**src/rtl/dmem_arbiter_if.sv**
```systemverilog
// Request/response bundle for one data-memory master port.
// Masters drive the request side; the arbiter drives gnt and the response.
interface dmem_arbiter_if;
  logic        req;
  logic        we;
  logic [31:0] addr;
  logic [31:0] wdata;
  logic [3:0]  wstrb;
  logic        gnt;
  logic        rvalid;
  logic [31:0] rdata;
  logic        err;

  modport master (
    output req, we, addr, wdata, wstrb,
    input  gnt, rvalid, rdata, err
  );

  modport slave (
    input  req, we, addr, wdata, wstrb,
    output gnt, rvalid, rdata, err
  );
endinterface

```
**src/rtl/dmem_arbiter.sv**
```systemverilog
// Two-master arbiter for the single-port data SRAM.
// CPU has fixed priority; a wait counter guards master 1 from starvation.
module dmem_arbiter #(
  parameter int unsigned MAX_WAIT = 4,
  parameter logic [15:0] BASE_HI  = 16'h1000
) (
  input  logic          clk,
  input  logic          rst,
  dmem_arbiter_if.slave m0,
  dmem_arbiter_if.slave m1,
  output logic          mem_we,
  output logic [13:0]   mem_addr,
  output logic [31:0]   mem_wdata,
  output logic [3:0]    mem_wstrb,
  input  logic [31:0]   mem_rdata
);

  localparam int unsigned CW = $clog2(MAX_WAIT + 1);
  localparam logic [CW-1:0] WAIT_MAX = CW'(MAX_WAIT);

  logic [CW-1:0] wait_q, wait_d;
  logic [13:0]   addr_q;
  logic          rsp_valid_q, rsp_valid_d;
  logic          rsp_owner_q, rsp_owner_d;
  logic          rsp_read_q, rsp_read_d;
  logic          rsp_err_q, rsp_err_d;

  logic        starve;
  logic        gnt0, gnt1, any_gnt;
  logic        win_we;
  logic [31:0] win_addr;
  logic        in_win;
  logic        rv0, rv1, rd_ok;

  logic unused_addr_bits;
  assign unused_addr_bits = ^{m0.addr[1:0], m1.addr[1:0]};

  // Combinational grant: CPU first unless master 1 has waited too long.
  always_comb begin
    starve  = (wait_q == WAIT_MAX) && m1.req;
    gnt1    = !rst && m1.req && (!m0.req || starve);
    gnt0    = !rst && m0.req && !gnt1;
    any_gnt = gnt0 || gnt1;
  end

  assign m0.gnt = gnt0;
  assign m1.gnt = gnt1;

  // Winner mux, window decode and SRAM drive.
  always_comb begin
    win_we    = gnt1 ? m1.we    : m0.we;
    win_addr  = gnt1 ? m1.addr  : m0.addr;
    mem_wdata = gnt1 ? m1.wdata : m0.wdata;
    mem_wstrb = gnt1 ? m1.wstrb : m0.wstrb;
    in_win    = win_addr[31:16] == BASE_HI;
    mem_we    = any_gnt && win_we && in_win;
    mem_addr  = any_gnt ? win_addr[15:2] : addr_q;
  end

  // Next-state for the starvation counter and response stage.
  always_comb begin
    wait_d = wait_q;
    if (!m1.req || gnt1) begin
      wait_d = '0;
    end else if (wait_q != WAIT_MAX) begin
      wait_d = wait_q + 1'b1;
    end
    rsp_valid_d = any_gnt;
    rsp_owner_d = gnt1;
    rsp_read_d  = any_gnt && !win_we;
    rsp_err_d   = any_gnt && !in_win;
  end

  // State registers with synchronous reset.
  always_ff @(posedge clk) begin
    if (rst) begin
      wait_q      <= '0;
      addr_q      <= '0;
      rsp_valid_q <= 1'b0;
      rsp_owner_q <= 1'b0;
      rsp_read_q  <= 1'b0;
      rsp_err_q   <= 1'b0;
    end else begin
      wait_q      <= wait_d;
      addr_q      <= mem_addr;
      rsp_valid_q <= rsp_valid_d;
      rsp_owner_q <= rsp_owner_d;
      rsp_read_q  <= rsp_read_d;
      rsp_err_q   <= rsp_err_d;
    end
  end

  // Response steering; rst squashes a response already in the stage.
  always_comb begin
    rv0       = !rst && rsp_valid_q && !rsp_owner_q;
    rv1       = !rst && rsp_valid_q && rsp_owner_q;
    rd_ok     = rsp_read_q && !rsp_err_q;
    m0.rvalid = rv0;
    m1.rvalid = rv1;
    m0.err    = rv0 && rsp_err_q;
    m1.err    = rv1 && rsp_err_q;
    m0.rdata  = (rv0 && rd_ok) ? mem_rdata : 32'h0;
    m1.rdata  = (rv1 && rd_ok) ? mem_rdata : 32'h0;
  end

endmodule

```
**src/flat_wrapper.sv**
```systemverilog
// flat-port wrapper written by rule: the top's interface ports become plain ports
module dmem_arbiter_flat 
#(
  parameter int unsigned MAX_WAIT = 4,
  parameter logic [15:0] BASE_HI  = 16'h1000
)
  (clk, rst, mem_we, mem_addr, mem_wdata, mem_wstrb, mem_rdata, m0_req, m0_we, m0_addr, m0_wdata, m0_wstrb, m0_gnt, m0_rvalid, m0_rdata, m0_err, m1_req, m1_we, m1_addr, m1_wdata, m1_wstrb, m1_gnt, m1_rvalid, m1_rdata, m1_err);
  dmem_arbiter_if m0_i ();
  dmem_arbiter_if m1_i ();
  input  logic clk;
  input  logic rst;
  output logic mem_we;
  output logic [13:0] mem_addr;
  output logic [31:0] mem_wdata;
  output logic [3:0] mem_wstrb;
  input  logic [31:0] mem_rdata;
  input wire logic [$bits(m0_i.req)-1:0] m0_req;
  input wire logic [$bits(m0_i.we)-1:0] m0_we;
  input wire logic [$bits(m0_i.addr)-1:0] m0_addr;
  input wire logic [$bits(m0_i.wdata)-1:0] m0_wdata;
  input wire logic [$bits(m0_i.wstrb)-1:0] m0_wstrb;
  output wire logic [$bits(m0_i.gnt)-1:0] m0_gnt;
  output wire logic [$bits(m0_i.rvalid)-1:0] m0_rvalid;
  output wire logic [$bits(m0_i.rdata)-1:0] m0_rdata;
  output wire logic [$bits(m0_i.err)-1:0] m0_err;
  input wire logic [$bits(m1_i.req)-1:0] m1_req;
  input wire logic [$bits(m1_i.we)-1:0] m1_we;
  input wire logic [$bits(m1_i.addr)-1:0] m1_addr;
  input wire logic [$bits(m1_i.wdata)-1:0] m1_wdata;
  input wire logic [$bits(m1_i.wstrb)-1:0] m1_wstrb;
  output wire logic [$bits(m1_i.gnt)-1:0] m1_gnt;
  output wire logic [$bits(m1_i.rvalid)-1:0] m1_rvalid;
  output wire logic [$bits(m1_i.rdata)-1:0] m1_rdata;
  output wire logic [$bits(m1_i.err)-1:0] m1_err;
  assign m0_i.req = m0_req;
  assign m0_i.we = m0_we;
  assign m0_i.addr = m0_addr;
  assign m0_i.wdata = m0_wdata;
  assign m0_i.wstrb = m0_wstrb;
  assign m0_gnt = m0_i.gnt;
  assign m0_rvalid = m0_i.rvalid;
  assign m0_rdata = m0_i.rdata;
  assign m0_err = m0_i.err;
  assign m1_i.req = m1_req;
  assign m1_i.we = m1_we;
  assign m1_i.addr = m1_addr;
  assign m1_i.wdata = m1_wdata;
  assign m1_i.wstrb = m1_wstrb;
  assign m1_gnt = m1_i.gnt;
  assign m1_rvalid = m1_i.rvalid;
  assign m1_rdata = m1_i.rdata;
  assign m1_err = m1_i.err;
  dmem_arbiter #(.MAX_WAIT(MAX_WAIT), .BASE_HI(BASE_HI)) u_core (.clk(clk), .rst(rst), .m0(m0_i), .m1(m1_i), .mem_we(mem_we), .mem_addr(mem_addr), .mem_wdata(mem_wdata), .mem_wstrb(mem_wstrb), .mem_rdata(mem_rdata));
endmodule
```
**config.mk**
```make
export PLATFORM = sky130hd
export DESIGN_NAME = dmem_arbiter_flat
export DESIGN_NICKNAME = d
export VERILOG_FILES = /design/src/rtl/dmem_arbiter_if.sv /design/src/rtl/dmem_arbiter.sv /design/src/flat_wrapper.sv
export SDC_FILE = /design/constraint.sdc
export NUM_CORES = 1
export LEC_CHECK = 0
export BUFFER_PORTS_ARGS = -buffer_cell sky130_fd_sc_hd__buf_2
export CAP_MARGIN = 5
export CORE_AREA = 2 2 116 118
export DETAILED_ROUTE_END_ITERATION = 8
export DIE_AREA = 0 0 118 120
export SETUP_SLACK_MARGIN = 0.1
export SYNTH_ARGS = -nofsm -noshare
export SYNTH_HDL_FRONTEND = slang
export SYNTH_SLANG_ARGS = --single-unit
```
**constraint.sdc**
```tcl
create_clock -name clk -period 1.6 [get_ports clk]
set_input_delay 0.08 -clock clk [delete_from_list [all_inputs] [get_ports clk]]
set_output_delay 0.08 -clock clk [all_outputs]
set_load 0.01 [all_outputs]
```
# Word-level counts from Yosys, hierarchy flattened
# Cells that the tools add are included.
totals:
  ramBits: 0
  mem_count: 0
  ff_bits: 21
  latchBits: 0
  rom_bits: 0
op_classes:
  shift: 0
  n_mux: 7
  multipliers: 0
  n_addsub: 1
  n_eq_ne: 3
  n_bitwise: 0
  div_mod_pow: 0
  n_reduce_logical: 29
  n_lt_le_gt_ge: 0
ops:
  columns: ["operator", "count"]
  rows:
  - ["32-bit 2-to-1 mux", 4]
  - ["1-bit logical AND", 17]
  - ["16-bit by 13-bit == test with 1-bit output (second input constant)", 1]
  - ["14-bit 2-to-1 mux", 1]
  - ["1-bit logical NOT", 8]
  - ["4-bit 2-to-1 mux", 1]
  - ["3-bit by 1-bit adder with 3-bit output (second input constant)", 1]
  - ["3-bit == test (second input constant)", 1]
  - ["1-bit logical OR", 3]
  - ["3-bit inequality test (second input constant)", 1]
  - ["2-bit OR reduction", 1]
  - ["1-bit 2-to-1 mux", 1]

# Logic depth before layout (Yosys ltp)
depth:
  depth_word: 9
  depth_mapped: 8
  depth_no_buf: 6

# Worst setup path before layout
# OpenSTA, ideal clock, no wires.
synth_path:
  path_kind: "reg-to-output"
  startpoint: "reg u_core.wait_q[0]"
  endpoint: "out mem_wdata[27]"
  required_ps: 1520
  arrival_ps: 1448
  path_slack_ps: 72
  stages_incl_launch_ff: 8
  path_buffers: 2
  path_cell_list: "dfxtp_1 inv_1 ha_1 nand2_2 a21oi_4 buf_6 buf_6 mux2_2"
synth_between:
  elab_chain_cells: 5
synth_rtl:
  columns: ["item", "line", "source"]
  rows:
  - ["from (decl)", "dmem_arbiter.sv:21", "logic [CW-1:0] wait_q, wait_d;"]
  - ["from (signal assigned)", "dmem_arbiter.sv:84", "wait_q <= wait_d;"]
  - ["3-bit == test", "dmem_arbiter.sv:40", "starve = (wait_q == WAIT_MAX) && m1.req;"]
  - ["1-bit logical AND", "dmem_arbiter.sv:40", null]
  - ["1-bit logical OR", "dmem_arbiter.sv:41", "gnt1 = !rst && m1.req && (!m0.req || starve);"]
  - ["1-bit logical AND", "dmem_arbiter.sv:41", null]
  - ["named net m1_gnt", "flat_wrapper.sv:31", "output wire logic [$bits(m1_i.gnt)-1:0] m1_gnt;"]
  - ["32-bit 2-to-1 mux", "dmem_arbiter.sv:53", "mem_wdata = gnt1 ? m1.wdata : m0.wdata;"]
  - ["to (decl)", "flat_wrapper.sv:14", "output logic [31:0] mem_wdata;"]
# The timed path passes the listed nets, and every way through them passes these cells.

# Worst setup path in the final report
layout_path:
  startpoint: "reg u_core.wait_q[0]"
  endpoint: "out mem_addr[4]"
layout_between:
  elab_chain_cells: 8
layout_rtl:
  columns: ["item", "line", "source"]
  rows:
  - ["3-bit == test (*)", "dmem_arbiter.sv:40", null]
  - ["1-bit logical AND (*)", "dmem_arbiter.sv:40", null]
  - ["1-bit logical OR (*)", "dmem_arbiter.sv:41", null]
  - ["1-bit logical AND (*)", "dmem_arbiter.sv:41", null]
  - ["1-bit logical NOT", "dmem_arbiter.sv:42", "gnt0 = !rst && m0.req && !gnt1;"]
  - ["1-bit logical AND", "dmem_arbiter.sv:42", null]
  - ["1-bit logical OR", "dmem_arbiter.sv:43", "any_gnt = gnt0 || gnt1;"]
  - ["14-bit 2-to-1 mux (*)", "dmem_arbiter.sv:57", "mem_addr = any_gnt ? win_addr[15:2] : addr_q;"]
  - ["to (decl)", "flat_wrapper.sv:13", "output logic [13:0] mem_addr;"]
# Mark *: on every way between the ends. The rest lies on a longest branch, timed or not.

==> out/metrics.cfg <==
[worst_setup_path]
r2r-start = u_core.wait_q[0]$_SDFFE_PP0P_
worst-endpoint-required_ns = 1.52
end_kind = output port
startpoint_type = flop
rr_worst_depth = 10
critPathMaxFanout = 5
r2r_end = u_core.addr_q[4]$_SDFF_PP0_
r2r_setup_slack_ns = -0.07
path_class = reg2out
cp.arrival_ns = 1.87

[worst_hold_path]
hold_class = in2reg
whs_path_depth = 2
hp-start = m0_req
hold_end = u_core.rsp_owner_q$_SDFF_PP0_

[timing]
finalMaxSlewViolations = 0
tns_ns = -17.66
fmax_ghz = 0.513
min_period_ns = 1.95
rsz0062_at_grt = yes
timing.hold.ws_ns = 0.0676
postLayoutSetupSlackWorst_ns = -0.348
tightestPinTransition_ns = 0.414
hold_violations = 0
skew_ns = 0.00213
setup_violations = 112
slew_headroom = 0.723
fin_crit_sh = 1.22

[pwr]
p_per_area_nw_per_um2 = 391
p_clk_frac = 0.265
pwr-share-comb = 0.455
sequentialPowerShare = 0.280
p_leak_nw = 2.55
power_switching_w = 0.000605
peakVddDrop_mv = 0.284
switching_share = 0.297
internal_power_w = 0.00143

[route]
first_pass_iters = 4
drtAntennaViolNets = 0
vias_per_cell = 4.21
vias = 3088
drt_wl_total_um = 11000
wl_per_cell_um = 14.9
drt_iter0_markers = 64
drc = 0

[logic_synthesis]
synth_edf_count = 0
synth.area.top_cells = dfxtp_1, and2_1, mux2_2, mux2i_1, a211oi_1
ys_seq_area_frac = 0.206
synth_nets = 413
synth_seq_cells = 21
syn_avg_cell_area_sq_um = 8.62
synth_cells = 237
yosys_warnings = 0
ys_top_cells_by_count = and2_1, mux2_2, dfxtp_1
synth_async_sr_flop_share = 0
synth_area_sq_um = 2040
synth_top_cell_by_area = dfxtp_1
yosysMostFrequentCell = and2_1
ys.flop_type = dfxtp_1
synth.distinct_cells = 33
synth_top_area_frac = 0.206

[clocking]
clkTransAtPathRegs_ns = 0.06
cts_tree = yes
postCtsHoldBufs = 0
clockBufferDepth = 2
cts_made_buffers = 3
h-tree-depth = 1
clock_sinks = 21
cts_root_buf = clkbuf_16
insertion_delay_ns = 0.25

[flow_run]
drv_cap = 0

[die]
coreArea_sq_um = 13000
die_y_um = 120
fp-row-count = 42
ios = 295
start_util = 0.157
fp.dieArea_sq_um = 14200
die_w_um = 118

[place]
dpl.hpwl_um = 7250
postPlaceCellArea_sq_um = 3750
gp_congestion = 0.774
io_buffer_count = 290
place_ws_ns = -0.0308

[status]
violations = setup timing
outcome = finished, violations left

[global_routing]
grt_pass1_vias = 3173
gr-usage-all-layers = 0.140
antenna_found_initial = 2
grt_pass1_wl_um = 15900
grt_max_degree = 23
grt_overflow = 0

[cells_and_area]
layout.nets = 734
layout-drive-gt1-share = 0.853
final_area_sq_um = 5200
post-route-util = 0.401
area_delta_synth_final_pct = 154

-- state kept, by name, summed over array words and instances, names as in the netlist --
signal,count
u_core.rsp_owner_q,1
u_core.rsp_valid_q,1
u_core.rsp_read_q,1
u_core.wait_q,3
u_core.rsp_err_q,1
u_core.addr_q,14
-- metal layers --
metal,GRT usage,up-vias,wire (um)
met5,0,-,0
met4,0.0392,0,199
met3,0.0394,14,980
met2,0.290,188,5990
met1,0.133,1407,3780
li1,-,1479,-
-- critical path, cell delays in order, from the launching register on --
cell and delay, ns:
dfxtp_2 0.32, inv_2 0.06, ha_4 0.14, nand2_4 0.06, a21oi_4 0.15, buf_6 0.13, buf_6 0.13, buf_16 0.14
mux2i_4 0.25, a21oi_1 0.09, buf_2 0.14
-- placed cells by master, fill, tap and decap left out, types with 3 or more instances in the layout --
cell type / instances
buf_4: 17
mux2i_4: 11
dfxtp_1: 17
mux2i_2: 3
and2_4: 62
buf_12: 10
buf_6: 88
nor4_1: 6
a211oi_1: 9
clkbuf_16: 4
nor2_1: 18
buf_2: 213
nand2_1: 3
mux2_2: 22
dfxtp_2: 4
mux2_4: 14
and2_1: 4
a211oi_2: 5
and3b_2: 3
a21oi_1: 13
buf_16: 5
-- power by group through the flow --
| stage | Combinational, W | Clock [W] | Sequential (W) |
|---|---|---|---|
| floorplan | 0.000317 | 0 | 0.000578 |
| global placement | 0.000680 | 0 | 0.000580 |
| detailed placement | 0.000688 | 0 | 0.000581 |
| CTS | 0.000848 | 0.000562 | 0.000570 |
| global route | 0.000997 | 0.000585 | 0.000573 |
| finish | 0.000925 | 0.000538 | 0.000570 |
-- logic make-up (layout without fill, tap and decap cells) --
family                     count (synthesis)  after routing  synth area share
DFF                                       21             21             0.206
other                                      0              1                 0
muxes                                     51             51             0.272
buffers and inverters                     21            341            0.0643
and+or+nand+nor                          110            110             0.333
adders and majority gates                  2              2            0.0122
AOI/OAI and AO/OA                         32             32             0.113
-- per-stage QoR --
step | total power, W | std cells
4_1_cts | 0.00198 | 731
3_5_place_dp | 0.00127 | 699
6_report | 0.00203 | 734
5_1_grt | 0.00216 | 733
2_1_floorplan | 0.000895 | 237
3_3_place_gp | 0.00126 | 699
-- worst max-delay path by stage --
stage                             startpoint                           to  depth (start not counted)
2_1_floorplan  u_core.wait_q[0]$_SDFFE_PP0P_                mem_wdata[27]                          7
3_3_place_gp   u_core.wait_q[0]$_SDFFE_PP0P_  u_core.addr_q[0]$_SDFF_PP0_                          8
3_5_place_dp   u_core.wait_q[0]$_SDFFE_PP0P_  u_core.addr_q[0]$_SDFF_PP0_                          8
4_1_cts        u_core.wait_q[1]$_SDFFE_PP0P_                mem_wdata[24]                          8
5_1_grt        u_core.wait_q[0]$_SDFFE_PP0P_                  mem_addr[4]                         10
6_report       u_core.wait_q[0]$_SDFFE_PP0P_                  mem_addr[4]                         10
-- cell type report --
type / count / area [sq um]
diodes: 1 / 2.50
clock buffers: 4 / 78.8
fillers: 1285 / 7780
inverters: 3 / 11.3
multi-input cells: 195 / 1910
flip-flops and latches: 21 / 425
well taps: 176 / 220
repair buffers: 334 / 2550
-- timing repair --
item                                    in CTS  in global routing
gates resized for setup                    116                109
pin swaps                                   46                 38
endpoints found under the setup margin     132                135
buffers inserted                            20                  8
gates cloned                                 9                  1
(Power assumes the default switching activity.)
